### config.mk
export PLATFORM = sky130hd
export DESIGN_NAME = memory_bus_decoder
export DESIGN_NICKNAME = d
export VERILOG_FILES = /design/src/rtl/memory_bus_decoder.sv
export SDC_FILE = /design/constraint.sdc
export NUM_CORES = 1
export LEC_CHECK = 0
export BUFFER_PORTS_ARGS = -buffer_cell sky130_fd_sc_hd__buf_2
export CAP_MARGIN = 20
export CELL_PAD_IN_SITES_DETAIL_PLACEMENT = 1
export CELL_PAD_IN_SITES_GLOBAL_PLACEMENT = 2
export CORE_UTILIZATION = 25
export CTS_CLUSTER_DIAMETER = 50
export DETAILED_ROUTE_END_ITERATION = 12
export PLACE_DENSITY_LB_ADDON = 0.1
export RECOVER_POWER = 25
export SYNTH_ARGS = -nofsm -noshare
export SYNTH_HDL_FRONTEND = slang
export SYNTH_SLANG_ARGS = --single-unit
### constraint.sdc
create_clock -name clk -period 2.3 [get_ports clk]
set_input_delay 0.23 -clock clk [delete_from_list [all_inputs] [get_ports clk]]
set_output_delay 0.23 -clock clk [all_outputs]
set_load 0.01 [all_outputs]
### src/rtl/memory_bus_decoder.sv
// memory_bus_decoder
//
// Single-master memory-mapped bus decoder between a CPU data port and the
// physical memory / peripheral side. Each accepted request is decoded into a
// synchronous BRAM region, a peripheral IO region, or an unmapped error. The
// access then runs a request/ready handshake: configurable BRAM read latency,
// stalling peripherals with a timeout, and a one-cycle completion pulse.
//
// Ports
//   clk        system clock, rising edge
//   rst        synchronous reset, active-high
//   cpu_req    access request, held until cpu_ready
//   cpu_wen    1 = write, 0 = read
//   cpu_addr   CPU word address
//   cpu_wdata  write data
//   cpu_ready  one-cycle completion pulse
//   cpu_rdata  read data (valid while cpu_ready; held until the next completion)
//   cpu_err    error flag (valid while cpu_ready; held until the next completion)
//   ram_addr   BRAM word address (region offset)
//   ram_wdata  BRAM write data
//   ram_wen    BRAM write strobe
//   ram_rdata  BRAM read data
//   io_addr    peripheral register index (region offset)
//   io_wdata   peripheral write data
//   io_wen     peripheral write strobe
//   io_ren     peripheral read strobe
//   io_rdata   peripheral read data
//   io_ready   peripheral completion, sampled while a strobe is high

module memory_bus_decoder #(
    parameter int                DATA_W      = 32,
    parameter int                ADDR_W      = 32,
    parameter logic [ADDR_W-1:0] RAM_BASE    = 32'h0000_0000,
    parameter int                RAM_AW      = 11,
    parameter int                RAM_LATENCY = 1,
    parameter logic [ADDR_W-1:0] IO_BASE     = 32'hFFFF_FFF0,
    parameter int                IO_AW       = 4,
    parameter int                IO_TIMEOUT  = 16
) (
    input  logic              clk,
    input  logic              rst,
    input  logic              cpu_req,
    input  logic              cpu_wen,
    input  logic [ADDR_W-1:0] cpu_addr,
    input  logic [DATA_W-1:0] cpu_wdata,
    output logic              cpu_ready,
    output logic [DATA_W-1:0] cpu_rdata,
    output logic              cpu_err,
    output logic [RAM_AW-1:0] ram_addr,
    output logic [DATA_W-1:0] ram_wdata,
    output logic              ram_wen,
    input  logic [DATA_W-1:0] ram_rdata,
    output logic [IO_AW-1:0]  io_addr,
    output logic [DATA_W-1:0] io_wdata,
    output logic              io_wen,
    output logic              io_ren,
    input  logic [DATA_W-1:0] io_rdata,
    input  logic              io_ready
);

    typedef enum logic [1:0] {
        IDLE,
        RAM_ACC,
        IO_ACC,
        DONE
    } state_t;

    // One counter serves both the BRAM latency and the IO wait; it only has
    // to reach the larger terminal value minus one.
    localparam int CNT_MAX = (IO_TIMEOUT > RAM_LATENCY) ? IO_TIMEOUT : RAM_LATENCY;
    localparam int CNT_W   = (CNT_MAX > 1) ? $clog2(CNT_MAX) : 1;

    localparam logic [CNT_W-1:0] RAM_LAST = CNT_W'(RAM_LATENCY - 1);
    localparam logic [CNT_W-1:0] IO_LAST  = CNT_W'(IO_TIMEOUT - 1);

    // Region sizes in ADDR_W+1 bits so a region ending exactly at the top of
    // the address space is representable.
    localparam logic [ADDR_W:0] RAM_SIZE = {{ADDR_W{1'b0}}, 1'b1} << RAM_AW;
    localparam logic [ADDR_W:0] IO_SIZE  = {{ADDR_W{1'b0}}, 1'b1} << IO_AW;

    state_t            state;
    state_t            state_next;
    logic [CNT_W-1:0]  cnt;
    logic [CNT_W-1:0]  cnt_next;

    logic              wen_q;
    logic [RAM_AW-1:0] ram_off_q;
    logic [IO_AW-1:0]  io_off_q;
    logic [DATA_W-1:0] wdata_q;
    logic [DATA_W-1:0] rdata_q;
    logic              err_q;

    logic              load_result;
    logic [DATA_W-1:0] result_data;
    logic              result_err;

    logic [ADDR_W:0]   ram_delta;
    logic [ADDR_W:0]   io_delta;
    logic              ram_hit;
    logic              io_hit;

    // Address decode on the live CPU address. The subtraction is done one bit
    // wider than the address, so an address below the base wraps to a value of
    // at least 2**ADDR_W and fails the single "offset < size" test. This gives
    // both bounds without overflow, even for a region touching the top of the
    // address space. The low bits of the difference are the region offset.
    always_comb begin
        ram_delta = {1'b0, cpu_addr} - {1'b0, RAM_BASE};
        io_delta  = {1'b0, cpu_addr} - {1'b0, IO_BASE};
        ram_hit   = (ram_delta < RAM_SIZE);
        io_hit    = (io_delta < IO_SIZE);
    end

    // Next-state and output logic. Bus strobes and addresses are driven only
    // inside the access states; everywhere else they are held at zero.
    // load_result marks the edge that produces the completion data and error
    // that DONE will present.
    always_comb begin
        state_next  = state;
        cnt_next    = cnt;
        load_result = 1'b0;
        result_data = '0;
        result_err  = 1'b0;
        cpu_ready   = 1'b0;
        ram_addr    = '0;
        ram_wdata   = '0;
        ram_wen     = 1'b0;
        io_addr     = '0;
        io_wdata    = '0;
        io_wen      = 1'b0;
        io_ren      = 1'b0;

        case (state)
            IDLE: begin
                cnt_next = '0;
                if (cpu_req) begin
                    // RAM is checked first so it wins if the regions overlap.
                    if (ram_hit) begin
                        state_next = RAM_ACC;
                    end else if (io_hit) begin
                        state_next = IO_ACC;
                    end else begin
                        state_next  = DONE;
                        load_result = 1'b1;
                        result_err  = 1'b1;
                    end
                end
            end

            RAM_ACC: begin
                ram_addr  = ram_off_q;
                ram_wdata = wdata_q;
                // A write finishes after a single cycle, so the strobe is
                // high for exactly one cycle.
                ram_wen   = wen_q;
                if (wen_q) begin
                    state_next  = DONE;
                    load_result = 1'b1;
                end else if (cnt == RAM_LAST) begin
                    state_next  = DONE;
                    load_result = 1'b1;
                    result_data = ram_rdata;
                end else begin
                    cnt_next = cnt + 1'b1;
                end
            end

            IO_ACC: begin
                io_addr  = io_off_q;
                io_wdata = wdata_q;
                io_wen   = wen_q;
                io_ren   = ~wen_q;
                // A peripheral answering on the final wait cycle still counts
                // as served; the timeout only fires without io_ready.
                if (io_ready) begin
                    state_next  = DONE;
                    load_result = 1'b1;
                    result_data = wen_q ? '0 : io_rdata;
                end else if (cnt == IO_LAST) begin
                    state_next  = DONE;
                    load_result = 1'b1;
                    result_err  = 1'b1;
                end else begin
                    cnt_next = cnt + 1'b1;
                end
            end

            DONE: begin
                cpu_ready  = 1'b1;
                state_next = IDLE;
            end

            default: begin
                state_next = IDLE;
            end
        endcase
    end

    // State register plus request capture and completion registers. The
    // request is captured as region offsets, because only the offset is ever
    // driven out. The completion registers change only when a result is
    // loaded, so cpu_rdata and cpu_err hold between completions.
    always_ff @(posedge clk) begin
        if (rst) begin
            state     <= IDLE;
            cnt       <= '0;
            wen_q     <= 1'b0;
            ram_off_q <= '0;
            io_off_q  <= '0;
            wdata_q   <= '0;
            rdata_q   <= '0;
            err_q     <= 1'b0;
        end else begin
            state <= state_next;
            cnt   <= cnt_next;
            if (state == IDLE && cpu_req) begin
                wen_q     <= cpu_wen;
                ram_off_q <= ram_delta[RAM_AW-1:0];
                io_off_q  <= io_delta[IO_AW-1:0];
                wdata_q   <= cpu_wdata;
            end
            if (load_result) begin
                rdata_q <= result_data;
                err_q   <= result_err;
            end
        end
    end

    assign cpu_rdata = rdata_q;
    assign cpu_err   = err_q;

endmodule

======== After elaboration in Yosys (flattened, before gate mapping) ========
Cells that the tools add are included.
storage, ports and cells
  input port bits ......................... 133
  output and inout bits ................... 116
  bits in registers ....................... 87
  word-level logic and storage cells ...... 66
operators by class
  $add $sub $neg .......................... 2
  bitwise operators ....................... 1
  $lt $le $gt $ge ......................... 2
  equality and inequality tests ........... 11
  multiplexer cells ....................... 36
  reductions and logical operators ........ 6
operators by type and width
  cell                    number
  $mux 32                 6
  $pmux 32 s2             1
  $lt 33x5->1 const B     1
  $sub 32x32->33 const B  1
  $lt 32x12->1 const B    1
  $mux 4                  5
  $mux 1                  13
  $mux 2                  6
  $pmux 4 s3              1
  $mux 11                 1
  $ne 2x2->1 const B      5
  $pmux 2 s4              1
  $ne 3x3->1 const B      2
  $reduce_and 5->1        1
  $add 4x1->4 const B     1
  $eq 2x2->1 const B      2
  $eq 4x4->1 const B      1
  $logic_not 4->1         1
  $pmux 1 s3              1
  $reduce_and 3->1        1
  $reduce_bool 3->1       1
  $eq 2x1->1 const B      1
  $logic_not 2->1         1
  $pmux 1 s2              1
  other kinds (2)         2

======== Longest topological paths before layout ========
  depth after elaboration ................. 6
  depth in mapped cells ................... 11
  mapped depth without buffers ............ 7

======== Worst setup path before layout ========
No wires, ideal clock.
  path kind ............................... flip-flop to flip-flop
  start ................................... reg state[1]
  end ..................................... reg cnt[2]
  library setup time ...................... 0.132 ns
  cell stages (with the launch flop) ...... 11
  slack ................................... 0.246 ns
  clock period less this slack ............ 2.054 ns
  path buffers ............................ 4
  arrival ................................. 1.922 ns
  data required time ...................... 2.168 ns
  path through ............................ dfxtp_1 > inv_1 > ha_1 > clkbuf_1 > and4bb_1 > buf_2 > nand4bb_1 > buf_2 > buf_2 > o31ai_1 > a21oi_1
on the way
  cells in the longest elaborated chain, start to end .. 3
  elaborated cells on any way between the ends .. 10
  classes of those cells .................. 6 x eq/ne; 1 x mux; 3 x reduce/logical
RTL lines
  element                                                    line  source
  start: declaration                                         81    state_t state;
  start signal: assignment                                   214   state <= state_next;
  $eq 2x2->1, or another cell as far along                   133   case (state)
  $ne 2x2->1 (no line) or $reduce_bool 3->1 (tied branches)  --
  $reduce_and 5->1 (no line)                                 --
  end signal: assignment                                     215   cnt <= cnt_next;
  end: declaration                                           83    logic [CNT_W-1:0] cnt;
Parallel ways exist; a longest one is shown, timed or not.
A chain may end at the register's enable or synchronous reset.

======== Final worst setup path ========
  start ................................... reg state[1]
  end ..................................... reg err_q, in the netlist cpu_err
on the way
  cells in the longest elaborated chain, start to end .. 2
  elaborated cells on any way between the ends .. 5
  classes of those cells .................. 2 x eq/ne; 2 x mux; 1 x reduce/logical
RTL lines
  element                                   line  source
  $eq 2x2->1, or another cell as far along  133
  $pmux 1 s3 or $pmux 1 s2 (tied branches)  133
  end signal: assignment                    224   err_q <= result_err;
  end: declaration                          91    logic err_q;
Parallel ways exist; a longest one is shown, timed or not.

==> flow_summary_export.csv <==
group,metric,value,unit
timing,drv_slew,0,
grt,grt_pass1_vias,6141,
synth,syn_area,5610,um^2
placed_design,post_dp_cell_area,7180,um^2
synth,yosysSeqAreaShare,29.6,%
synth,ys.flop_type,"dfxtp_1",
grt,grt_max_degree,67,
cts,clk_latency,0.34,ns
detailed_routing,vias,6351,
timing,rsz0062_at_grt,"no",
cells_and_area,layout-drive-gt1-share,27.1,%
timing,period_needed,2.19,ns
status,outcome,"complete, no violations",
worst_hold_path,hold_class,"input port to flop",
synth,synth_cells,770,
cts,htree_levels,3,
cts,path_clk_slew,0.07,ns
timing,whs,0.118,ns
placed_design,gp_congestion,0.754,
placed_design,placedCellCount,1249,
cts,cts_sinks,83,
synth,yosys.area.top_type,"dfxtp_1",
critical_path,endpoint_kind,"flop",
grt,antenna_found_initial,2,
synth,yosysWarnings,0,
critical_path,r2r_setup_slack,0.11,ns
detailed_routing,post-route-drc-count,0,
detailed_routing,wl_per_cell,17.4,um
critical_path,worstSetupStartpointType,"flop",
detailed_routing,finalWirelength,22.1,mm
critical_path,critPathArrivalTime,2.40,ns
die,rows,54,
cts,ctsHoldBuffers,0,
placed_design,place_ws,0.0568,ns
synth,avgSynthCellArea,7.28,um^2
cells_and_area,fin_area,7510,um^2
pwr,power,8.41,mW
synth,synth_edf_count,0,
cts,cts_tree,"yes",
detailed_routing,drtAntennaViolNets,0,
placed_design,io_buffers,248,
cells_and_area,num-nets-final,1126,
timing,setup_slack,0.114,ns
pwr,irDropWorstVdd,0.000370,V
pwr,leakagePower,3.34,nW
synth,synthDominantCellAreaShare,29.6,%
synth,synth_cell_types,37,
die,pin_count,249,
timing,worstMarginPinSlew,0.909,ns
die,die-area,23000,um^2
die,core_area,21900,um^2
synth,ys_async_sr_fraction,0,%
grt,grt_usage,18.4,%
run,maxCapViolCount,0,
timing,fin_worst_skew,0.00925,ns
grt,grt_pass1_wl,32.8,mm
cells_and_area,final_cells,1270,
cts,cts_buffer_depth,2,
die,die_w,152,um
critical_path,crit_path_max_fanout,33,
detailed_routing,first_pass_iters,4,
grt,grt_overflow,0,
synth,synth_commonest_cells,"125 x nand2_1, 114 x and2_1, 83 x dfxtp_1",
critical_path,cp_data_required_time,2.52,ns
synth,ys_seq_elements,83,
placed_design,dpl.hpwl,15.1,mm
timing,slew_headroom,39.4,%
synth,syn_nets,912,
detailed_routing,post_drt_via_cell_ratio,5.00,
die,start_util,25.6,%
critical_path,critPathKind,"flop to flop",
cts,cts-root-buf,"clkbuf_16",
die,fp.dieH,152,um
cells_and_area,synthToLayoutAreaGrowth,33.8,%
timing,post-route-period-util,95.1,%
timing,hold_viol,0,
cells_and_area,finish.utilization,34.3,%
cts,cts_made_buffers,9,
detailed_routing,drt_iter0_drc,195,
synth,yosysMostFrequentCell,"nand2_1",
timing,max_freq,0.457,GHz
pwr,p_per_area,1120,nW/um^2
synth,synth_area_leaders,"dfxtp_1 30%, and2_1 13%, nand2_1 8.4%",
timing,tns,0,ns
timing,setup_violations,0,
## state kept, by name, indices dropped and copies added (netlist names)
register   flops
cnt            4
cpu_err        1
cpu_rdata     32
ram_off_q     11
state          2
wdata_q       32
wen_q          1
## worst max-delay path: stages (launching register included)
cell       delay (ns)
dfxtp_1          0.33
inv_1            0.07
ha_1             0.21
buf_4            0.17
and2_1           0.22
nand4bb_2        0.38
buf_12           0.26
a21o_1           0.19
a32oi_1          0.14
nor2_1           0.05
## area by class of cell
type | instances | area (um^2)
clock inverters | 6 | 70.1
well taps | 280 | 350
clock buffers | 10 | 239
inverters | 5 | 18.8
repair buffers | 281 | 1540
fillers | 2787 | 14400
flip-flops and latches | 83 | 1660
diodes | 1 | 2.50
multi-input cells | 604 | 3620
## worst paths after layout
path / startpoint / end / depth (start not counted)
setup / recovery: state[1] / cpu_err / 9
hold / removal: cpu_wdata[13] / wdata_q[13] / 3
setup reg to reg: state[1] / cpu_err / 9
hold reg to reg: ram_off_q[6] / ram_off_q[6] / 2
## metal layers
metal | GRT usage, % | wire length [um] | up-vias
met5 | 0 | 0 | -
met4 | 5.94 | 384 | 0
met1 | 23.8 | 10300 | 2969
met2 | 30.3 | 9980 | 193
li1 | - | - | 3168
met3 | 3.71 | 1470 | 21
## placed cells by master, fill, tap and decap left out, types with 4 or more instances in the layout
master     Yosys  routed
buf_4          0      23
nand2_1      125     124
inv_1          5       4
buf_2         21     211
a21oi_1       51      50
mux2i_1       32      32
nor3_1        34      34
o21ai_1       17      17
nand3_1       35      35
nand2b_1      32      32
dfxtp_1       83      83
clkbuf_16      0      10
ha_1           9       8
o2111ai_1     32      32
nor2_1         7       7
o21ai_0       18      18
clkbuf_1      48      37
buf_12         0       6
and2_1       114     112
nand4_1       71      71
## cells by family after synthesis
group	after synthesis	synth area share [%]
fa+ha+maj	9	2.01
flops	83	29.6
simple gates	435	41.6
mux	32	5.71
compound gates	128	14.2
buf+inv	83	6.85
## power breakdown
group	switching [mW]	internal, mW	total [mW]
logic	2.90	1.90	4.80
clock network	0.666	0.880	1.55
registers	0.234	1.82	2.06
total	3.80	4.60	8.41
## what timing repair did
item / CTS / global route
resized for setup: 0 / 5
endpoints found under the setup margin: 0 / 3
buffers inserted: 0 / 2
Note: power is estimated with default switching activity, not from simulation.
